**src/rtl/glitch_pkg.sv**
```systemverilog
`timescale 1ns/1ps
`default_nettype none
// ============================================================================
// Module  : glitch_pkg
// Purpose : Shared types and constants for the clock-glitch trial sequencer.
//           Holds the sequencer state encoding, the post-glitch settle length
//           and the adder operand / sum widths.
// Ports   : none (package)
// Revision: 1.0 - initial release
// ============================================================================
package glitch_pkg;

  localparam int SETTLE_CYCLES = 2;
  localparam int SUM_W         = 5;
  localparam int OP_W          = 4;

  typedef enum logic [2:0] {
    S_IDLE   = 3'd0,
    S_LOAD   = 3'd1,
    S_DELAY  = 3'd2,
    S_GLITCH = 3'd3,
    S_SETTLE = 3'd4,
    S_CHECK  = 3'd5,
    S_DONE   = 3'd6
  } gs_state_t;

endpackage
`default_nettype wire

```
**src/rtl/glitch_down_counter.sv**
```systemverilog
`timescale 1ns/1ps
`default_nettype none
// ============================================================================
// Module  : glitch_down_counter
// Purpose : Loadable down-counter with a zero flag. A phase lasting N cycles
//           is timed by loading N-1 on entry and leaving when zero is seen.
// Ports   : clk_in1  - clock, rising edge
//           rst      - synchronous active-high reset
//           load     - load load_val (has priority over dec)
//           load_val - value to load
//           dec      - decrement by one (stops at zero)
//           zero     - count is zero
// Revision: 1.0 - initial release
// ============================================================================
module glitch_down_counter #(
  parameter int W = 8
) (
  input  logic         clk_in1,
  input  logic         rst,
  input  logic         load,
  input  logic [W-1:0] load_val,
  input  logic         dec,
  output logic         zero
);

  logic [W-1:0] r_count;

  always_ff @(posedge clk_in1) begin
    if (rst) begin
      r_count <= '0;
    end else if (load) begin
      r_count <= load_val;
    end else if (dec && (r_count != '0)) begin
      r_count <= r_count - W'(1);
    end
  end

  assign zero = (r_count == '0);

endmodule
`default_nettype wire

```
**src/rtl/glitch_sequencer.sv**
```systemverilog
`timescale 1ns/1ps
`default_nettype none
// ============================================================================
// Module  : glitch_sequencer
// Purpose : Sequences clock-glitch trials against a 4-bit adder. Each trial
//           drives the operands, waits a delay, pulses glitch_en for a width,
//           settles, then compares the adder sum with the golden sum. The
//           delay is swept from delay_start to delay_end and faults counted.
// Ports   : clk_in1, rst           - clock / synchronous active-high reset
//           start, abort           - sweep control
//           op_a, op_b             - operands (latched at start)
//           delay_start, delay_end - sweep range (latched at start)
//           glitch_width           - pulse length (latched at start)
//           sum_in                 - adder result
//           a, b                   - operands to adder
//           glitch_en              - registered glitch clock select
//           busy, done             - sweep status
//           fault_cnt, fault_seen, first_fault_delay - results
// Revision: 1.0 - initial release
// ============================================================================
module glitch_sequencer
  import glitch_pkg::*;
#(
  parameter int DELAY_W = 8,
  parameter int WIDTH_W = 4,
  parameter int CNT_W   = 16
) (
  input  logic               clk_in1,
  input  logic               rst,
  input  logic               start,
  input  logic               abort,
  input  logic [OP_W-1:0]    op_a,
  input  logic [OP_W-1:0]    op_b,
  input  logic [DELAY_W-1:0] delay_start,
  input  logic [DELAY_W-1:0] delay_end,
  input  logic [WIDTH_W-1:0] glitch_width,
  input  logic [SUM_W-1:0]   sum_in,
  output logic [OP_W-1:0]    a,
  output logic [OP_W-1:0]    b,
  output logic               glitch_en,
  output logic               busy,
  output logic               done,
  output logic [CNT_W-1:0]   fault_cnt,
  output logic               fault_seen,
  output logic [DELAY_W-1:0] first_fault_delay
);

  localparam int CW = (DELAY_W > WIDTH_W) ? DELAY_W : WIDTH_W;

  gs_state_t          r_state, w_next;
  logic [OP_W-1:0]    r_a, r_b;
  logic [DELAY_W-1:0] r_cur_delay, r_delay_end, r_first;
  logic [WIDTH_W-1:0] r_width;
  logic [CNT_W-1:0]   r_fault_cnt;
  logic               r_fault_seen, r_glitch_en;

  logic               w_cnt_load, w_cnt_dec, w_cnt_zero;
  logic [CW-1:0]      w_cnt_val;
  logic [DELAY_W-1:0] w_delay_m1;
  logic [WIDTH_W-1:0] w_width_m1;
  logic [SUM_W-1:0]   w_golden;
  logic               w_fault, w_last, w_start_ok, w_check_ok;

  assign w_delay_m1 = r_cur_delay - DELAY_W'(1);
  assign w_width_m1 = r_width - WIDTH_W'(1);
  // Full-width sum so a carry out (e.g. 15+15=30) is part of the comparison.
  assign w_golden   = SUM_W'(r_a) + SUM_W'(r_b);
  assign w_fault    = (sum_in != w_golden);
  // Compare before incrementing so an all-ones end delay never wraps.
  assign w_last     = (r_cur_delay >= r_delay_end);
  assign w_start_ok = (r_state == S_IDLE) && start && !abort;
  assign w_check_ok = (r_state == S_CHECK) && !abort;

  glitch_down_counter #(.W(CW)) u_cnt (
    .clk_in1  (clk_in1),
    .rst      (rst),
    .load     (w_cnt_load),
    .load_val (w_cnt_val),
    .dec      (w_cnt_dec),
    .zero     (w_cnt_zero)
  );

  always_comb begin
    w_next     = r_state;
    w_cnt_load = 1'b0;
    w_cnt_val  = '0;
    w_cnt_dec  = 1'b0;
    case (r_state)
      S_IDLE: if (start && !abort) w_next = S_LOAD;
      S_LOAD: begin
        w_cnt_load = 1'b1;
        if (r_cur_delay != '0) begin
          w_next    = S_DELAY;
          w_cnt_val = CW'(w_delay_m1);
        end else if (r_width != '0) begin
          w_next    = S_GLITCH;
          w_cnt_val = CW'(w_width_m1);
        end else begin
          w_next    = S_SETTLE;
          w_cnt_val = CW'(SETTLE_CYCLES - 1);
        end
      end
      S_DELAY: begin
        if (!w_cnt_zero) begin
          w_cnt_dec = 1'b1;
        end else if (r_width != '0) begin
          w_next     = S_GLITCH;
          w_cnt_load = 1'b1;
          w_cnt_val  = CW'(w_width_m1);
        end else begin
          w_next     = S_SETTLE;
          w_cnt_load = 1'b1;
          w_cnt_val  = CW'(SETTLE_CYCLES - 1);
        end
      end
      S_GLITCH: begin
        if (!w_cnt_zero) begin
          w_cnt_dec = 1'b1;
        end else begin
          w_next     = S_SETTLE;
          w_cnt_load = 1'b1;
          w_cnt_val  = CW'(SETTLE_CYCLES - 1);
        end
      end
      S_SETTLE: begin
        if (!w_cnt_zero) w_cnt_dec = 1'b1;
        else             w_next    = S_CHECK;
      end
      S_CHECK: w_next = w_last ? S_DONE : S_LOAD;
      S_DONE:  w_next = S_IDLE;
      default: w_next = S_IDLE;
    endcase
    if (abort && (r_state != S_IDLE)) w_next = S_IDLE;
  end

  always_ff @(posedge clk_in1) begin
    if (rst) begin
      r_state     <= S_IDLE;
      r_glitch_en <= 1'b0;
    end else begin
      r_state     <= w_next;
      // Registered from the next state: high exactly while in GLITCH.
      r_glitch_en <= (w_next == S_GLITCH);
    end
  end

  always_ff @(posedge clk_in1) begin
    if (rst) begin
      r_a          <= '0;
      r_b          <= '0;
      r_cur_delay  <= '0;
      r_delay_end  <= '0;
      r_width      <= '0;
      r_fault_cnt  <= '0;
      r_fault_seen <= 1'b0;
      r_first      <= '0;
    end else if (w_start_ok) begin
      r_a          <= op_a;
      r_b          <= op_b;
      r_cur_delay  <= delay_start;
      r_delay_end  <= delay_end;
      r_width      <= glitch_width;
      r_fault_cnt  <= '0;
      r_fault_seen <= 1'b0;
      r_first      <= '0;
    end else if (w_check_ok) begin
      if (w_fault) begin
        if (r_fault_cnt != {CNT_W{1'b1}}) r_fault_cnt <= r_fault_cnt + CNT_W'(1);
        r_fault_seen <= 1'b1;
        if (!r_fault_seen) r_first <= r_cur_delay;
      end
      if (!w_last) r_cur_delay <= r_cur_delay + DELAY_W'(1);
    end
  end

  assign a                 = r_a;
  assign b                 = r_b;
  assign glitch_en         = r_glitch_en;
  assign busy              = (r_state != S_IDLE) && (r_state != S_DONE);
  assign done              = (r_state == S_DONE);
  assign fault_cnt         = r_fault_cnt;
  assign fault_seen        = r_fault_seen;
  assign first_fault_delay = r_first;

endmodule
`default_nettype wire

```
**config.mk**
```make
export PLATFORM = sky130hd
export DESIGN_NAME = glitch_sequencer
export DESIGN_NICKNAME = d
export VERILOG_FILES = /design/src/rtl/glitch_pkg.sv /design/src/rtl/glitch_down_counter.sv /design/src/rtl/glitch_sequencer.sv
export SDC_FILE = /design/constraint.sdc
export NUM_CORES = 1
export LEC_CHECK = 0
export CORE_AREA = 2 2 89 91
export DETAILED_ROUTE_END_ITERATION = 7
export DIE_AREA = 0 0 91 93
export PLACE_DENSITY = 0.8
export SETUP_SLACK_MARGIN = 0.2
export SYNTH_ARGS = -nofsm -noshare
export SYNTH_HDL_FRONTEND = slang
export SYNTH_SLANG_ARGS = --single-unit
```
**constraint.sdc**
```tcl
create_clock -name clk_in1 -period 2.9 [get_ports clk_in1]
set_clock_uncertainty 0.1 [all_clocks]
set_input_delay 0.58 -clock clk_in1 [delete_from_list [all_inputs] [get_ports clk_in1]]
set_output_delay 0.58 -clock clk_in1 [all_outputs]
set_load 0.005 [all_outputs]
```
Word-level counts from Yosys, hierarchy flattened
Cells that the tools add are included.

storage, ports and cells
  register bits = 65
  input port bits = 37
  logic and storage cells = 76

operators by class
  add/subtract/negate cells = 6
  $lt $le $gt $ge = 1
  eq/ne operators = 11
  muxes and demuxes = 23
  bitwise logic cells = 1
  reduce and logical (&&, ||, !) cells = 23

operators with widths
  kind                   count
  $mux 8                 7
  $mux 3                 8
  $pmux 8 s3             1
  $pmux 3 s6             1
  $add 16x1->16 const B  1
  $ne 16x16->1 const B   1
  $reduce_bool 8->1      2
  $sub 8x1->8 const B    2
  $eq 3x2->1 const B     3
  $eq 3x3->1 const B     3
  $add 8x1->8 const B    1
  $ge 8x8->1             1
  $logic_not 8->1        1
  $logic_and 1x1->1      7
  $reduce_and 3->1       2
  $add 4x4->5            1
  $ne 5x5->1             1
  $mux 1                 4
  $mux 4                 1
  $reduce_and 2->1       2
  $reduce_bool 2->1      2
  $reduce_bool 4->1      1
  $reduce_or 2->1        2
  $sub 4x1->4 const B    1
  9 further kinds        9

Longest topological paths before layout
  word-level depth = 6
  gate-level depth with buffers = 12
  depth with buffers taken out = 9

Hierarchy
From an unflattened synthesis, not the netlist that was laid out.

unflattened totals
  cell total of the unflattened synthesis = 488
  area, all modules = 3839.9 µm²

modules (own cells, without submodules)
  module               instances  cells each  area each (µm²)
  glitch_sequencer     1          429         3324.4
  glitch_down_counter  1          59          515.5

Worst setup path before layout
No wires, ideal clock.

  path kind = flip-flop to flip-flop
  start point = reg r_a[0] (netlist: a[0])
  end point = reg r_fault_cnt[9] (netlist: fault_cnt[9])
  library setup time = 0.072 ns
  arrival = 2.267 ns
  data required time = 2.728 ns
  slack = 0.461 ns
  cell stages (with the launch flop) = 12
  path through = dfxtp_1 -> ha_1 -> inv_1 -> fa_1 -> nor2b_1 -> a221oi_1 -> xor2_1 -> and2_1 -> buf_6 -> buf_8 -> nor4b_1 -> mux2i_1

between the ends
  longest elaborated chain between the ends = 3

RTL lines
  item                        RTL line                 RTL
  from (decl)                 glitch_sequencer.sv:51   logic [OP_W-1:0] r_a, r_b;
  from (signal assigned)      glitch_sequencer.sv:158  r_a <= op_a;
  $add 4x4->5                 glitch_sequencer.sv:67   assign w_golden = SUM_W'(r_a) + SUM_W'(r_b);
  $ne 5x5->1                  glitch_sequencer.sv:68   assign w_fault = (sum_in != w_golden);
  $reduce_and 3->1 (no line)  n/a
  to (signal assigned)        glitch_sequencer.sv:168  if (r_fault_cnt != {CNT_W{1'b1}}) r_fault_cnt <= r_fault_cnt + CNT_W'(1);
  to (decl)                   glitch_sequencer.sv:54   logic [CNT_W-1:0] r_fault_cnt;

Every way passes these cells.
A chain may end at the register's enable or synchronous reset.

Worst setup path after layout
  start point = reg r_b[0] (netlist: b[0])
  end point = reg r_fault_cnt[3] (netlist: fault_cnt[3])

between the ends
  longest elaborated chain between the ends = 3

RTL lines
  item                        RTL line                 RTL
  from (decl)                 glitch_sequencer.sv:51
  from (signal assigned)      glitch_sequencer.sv:159  r_b <= op_b;
  $add 4x4->5                 glitch_sequencer.sv:67
  $ne 5x5->1                  glitch_sequencer.sv:68
  $reduce_and 3->1 (no line)  n/a

Every way passes these cells.

==> load_flow_metrics.sql <==
INSERT INTO impl_metrics (metric_group, metric, value, unit) VALUES
('run_status', 'status', 'completed', ''),
('floorplanning', 'num_rows', '32', ''),
('place', 'detailed_place_hpwl', '7090', 'µm'),
('cells_and_area', 'final_core_util', '64.8', '%'),
('grt', 'grt_pass1_wl', '16300', 'µm'),
('cells_and_area', 'synthToLayoutAreaGrowth', '25.7', '%'),
('grt', 'groute.usage.overall', '23.6', '%'),
('setup_path', 'worst_path_largest_cell_delay', '520', 'ps'),
('grt', 'global_route.overflow_total', '0', ''),
('min_path', 'holdCritPathClass', 'reg2reg', ''),
('grt', 'number_of_antenna_violations_at_the_first_check_in_global_routing', '0', ''),
('clock_network', 'tritoncts_clock_tree', 'built', ''),
('sta', 'finalHoldViolCount', '0', ''),
('synthesis', 'postSynthRegisterBits', '65', ''),
('synthesis', 'yosysSeqAreaShare', '33.5', '%'),
('floorplanning', 'die_w', '91', 'µm'),
('sta', 'final_slew_violations', '0', ''),
('setup_path', 'critical_path_at', '2730', 'ps'),
('clock_network', 'clock_sink_count', '65', ''),
('detailed_routing', 'detail-route-antenna-nets', '0', ''),
('sta', 'worst_slew_pin_slew', '534', 'ps'),
('synthesis', 'most_numerous_cell_in_the_yosys_netlist', 'sky130_fd_sc_hd__nand2_1', ''),
('sta', 'final_critical_path_required_period', '2530', 'ps'),
('setup_path', 'worstPathMaxFanout', '28', ''),
('detailed_routing', 'number_of_detailed_route_iterations_in_the_first_pass', '5', ''),
('power_and_ir_drop', 'peakVddDrop', '0.401', 'mV'),
('synthesis', 'synthDominantAreaCellType', 'sky130_fd_sc_hd__dfxtp_1', ''),
('detailed_routing', 'post-route-drc-count', '0', ''),
('clock_network', 'root_buffer', 'sky130_fd_sc_hd__clkbuf_8', ''),
('setup_path', 'timing.critical_path.cells', 'ha_2 > inv_1 > fa_2 > xnor2_1 > a2111oi_2 > and2_1 > buf_12 > or4_1 > a21oi_2', ''),
('setup_path', 'worst_setup_path_start_kind', 'flip-flop', ''),
('setup_path', 'top_delay_family_on_crit_path', 'adder cells', ''),
('place', 'port-buffer-count', '72', ''),
('clock_network', 'clock_latency_reported_for_the_late_side_of_the_worst_skew_pair', '350', 'ps'),
('synthesis', 'syn-instance-count', '495', ''),
('synthesis', 'synth.cells.most_frequent', 'sky130_fd_sc_hd__nand2_1 (79), sky130_fd_sc_hd__dfxtp_1 (65), sky130_fd_sc_hd__nor2_1 (38)', ''),
('sta', 'final.period_utilization', '87.3', '%'),
('setup_path', 'worst-setup-path-type', 'reg2reg', ''),
('synthesis', 'synthesis.area', '0.00388', 'mm²'),
('floorplanning', 'height_of_the_die', '93', 'µm'),
('detailed_routing', 'drt_first_iter_violations', '146', ''),
('clock_network', 'numCtsBuffers', '9', ''),
('cells_and_area', 'ratio_of_cells_with_drive_above_1_in_the_final_layout', '8.87', '%'),
('synthesis', 'ys_types', '54', ''),
('floorplanning', 'placeableCoreArea', '0.00753', 'mm²'),
('sta', 'post-route-worst-setup-slack', '368', 'ps'),
('clock_network', 'cts.path.max_buffers', '2', ''),
('synthesis', 'asyncSetResetFlopFracSynth', '0', '%'),
('grt', 'first_global_vias', '3505', ''),
('cells_and_area', 'fill_cells', '664', ''),
('setup_path', 'crit_path_end_kind', 'flip-flop', ''),
('place', 'place_congestion', '0.822', ''),
('cells_and_area', 'antenna_cells_inserted', '0', ''),
('sta', 'unrepaired_setup_endpoints_after_global_routing', 'false', ''),
('power_and_ir_drop', 'power_density', '700', 'mW/mm²'),
('synthesis', 'synth_fp_nets', '553', ''),
('setup_path', 'cp_data_required_time', '3100', 'ps'),
('synthesis', 'ys_warn_count', '0', ''),
('synthesis', 'synthFlopType', 'sky130_fd_sc_hd__dfxtp_1', ''),
('floorplanning', 'floorplan.die_area', '0.00846', 'mm²'),
('sta', 'slew_headroom', '64.1', '%'),
('detailed_routing', 'wl', '9770', 'µm'),
('floorplanning', 'start_util', '51.6', '%'),
('sta', 'max_freq', '0.395', 'GHz'),
('cells_and_area', 'finish.net_count', '618', ''),
('detailed_routing', 'vias_per_cell', '5.69', ''),
('place', 'detailedPlace.worstSlack', '215', 'ps'),
('clock_network', 'clock_tree.htree_level_count', '3', ''),
('clock_network', 'cts_hold_buf', '0', ''),
('sta', 'fin_setup_tns', '0', 'ps'),
('flow_run', 'cap_violations', '0', '');
[cell usage in the layout (no fill, tap or decap), drive strengths merged, types with 4 or more instances in the layout]
cell type and count:
or4 10, nand4 6, o31ai 4, dfxtp 65
inv 22, nand3 24, and3 8, ha 20
a21o 4, a22oi 5, nor4 5, and2 7
clkdlybuf4s50 72, mux2i 4, xor2 10, nand2 79
nor2b 6, xnor2 11, buf 12, nand2b 6
a211oi 8, o211ai 5, nor3 11, nor2 38
or3 8, a21oi 40, o21ai 25, o22ai 6
clkbuf 12
[registers in the layout (all words and copies together), names as in the netlist]
signal / count
fault_seen: 1
glitch_en: 1
r_state: 3
r_delay_end: 8
r_cur_delay: 8
first_fault_delay: 8
r_width: 4
b: 4
a: 4
u_cnt.r_count: 8
fault_cnt: 16
[what timing repair did]
item | in CTS | in global routing
setup buffers | 0 | 0
setup endpoints to repair | 0 | 4
resized for setup | 0 | 6
[kinds of logic after synthesis]
logic type	count (synthesis)	share of synthesized area, %
AND/OR/NAND/NOR	220	28.4
AO/OA/AOI/OAI	112	18.8
flip-flops	65	33.5
buffers and inverters	52	6.57
XOR/XNOR	21	4.74
adder cells (fa/ha/maj)	21	6.96
multiplexers	4	1.03
[stage by stage]
stage / area (µm²) / instances / hold WS (ps) / power [mW]
2_1_floorplan: 3880 / 495 / 336 / 2.27
3_3_place_gp: 4660 / 651 / 345 / 2.58
3_5_place_dp: 4660 / 651 / 350 / 2.62
4_1_cts: 4860 / 666 / 360 / 3.41
5_1_grt: 4880 / 666 / 374 / 3.66
6_report: 4880 / 666 / 357 / 3.42
[final timing paths]
| check | endpoint | cells after the start | start | slack, ps |
|---|---|---|---|---|
| worst max-delay path | fault_cnt[3] | 9 | b[0] | 370 |
| worst min-delay path | r_delay_end[1] | 2 | r_delay_end[1] | 360 |
| worst max register to register | fault_cnt[3] | 9 | b[0] | 370 |
| worst min register to register | r_delay_end[1] | 2 | r_delay_end[1] | 360 |
[worst reg2reg max path: cells and delay by family, from the launching register on]
family | cells | cell delay [ps]
and+or+nand+nor | 2 | 730
DFF | 1 | 360
adders and majority gates | 2 | 720
AOI/OAI and AO/OA | 2 | 230
buffers and inverters | 2 | 210
xor gates and xnor gates | 1 | 130
[report_power, final]
group / internal (mW) / switching (mW) / total [mW]
combinational: 0.655 / 0.808 / 1.46
sequential: 1.00 / 0.170 / 1.17
clock: 0.437 / 0.344 / 0.781
[layer usage]
metal	track usage [%]	wire length, µm
met3	5.00	582
met1	30.2	4370
met2	40.1	4680
met4	7.32	129
met5	0	0
[layout make-up]
type                            instances  area, µm²  area share (%)
Timing Repair Buffer                   84        823            16.9
Multi-Input combinational cell        378       2350            48.2
Clock inverter                          3       40.0           0.820
Sequential cell                        65       1300            26.7
Inverter                               22       82.6            1.69
Clock buffer                           12        155            3.18
Tap cell                              102        128            2.61
(Power assumes the default switching activity.)
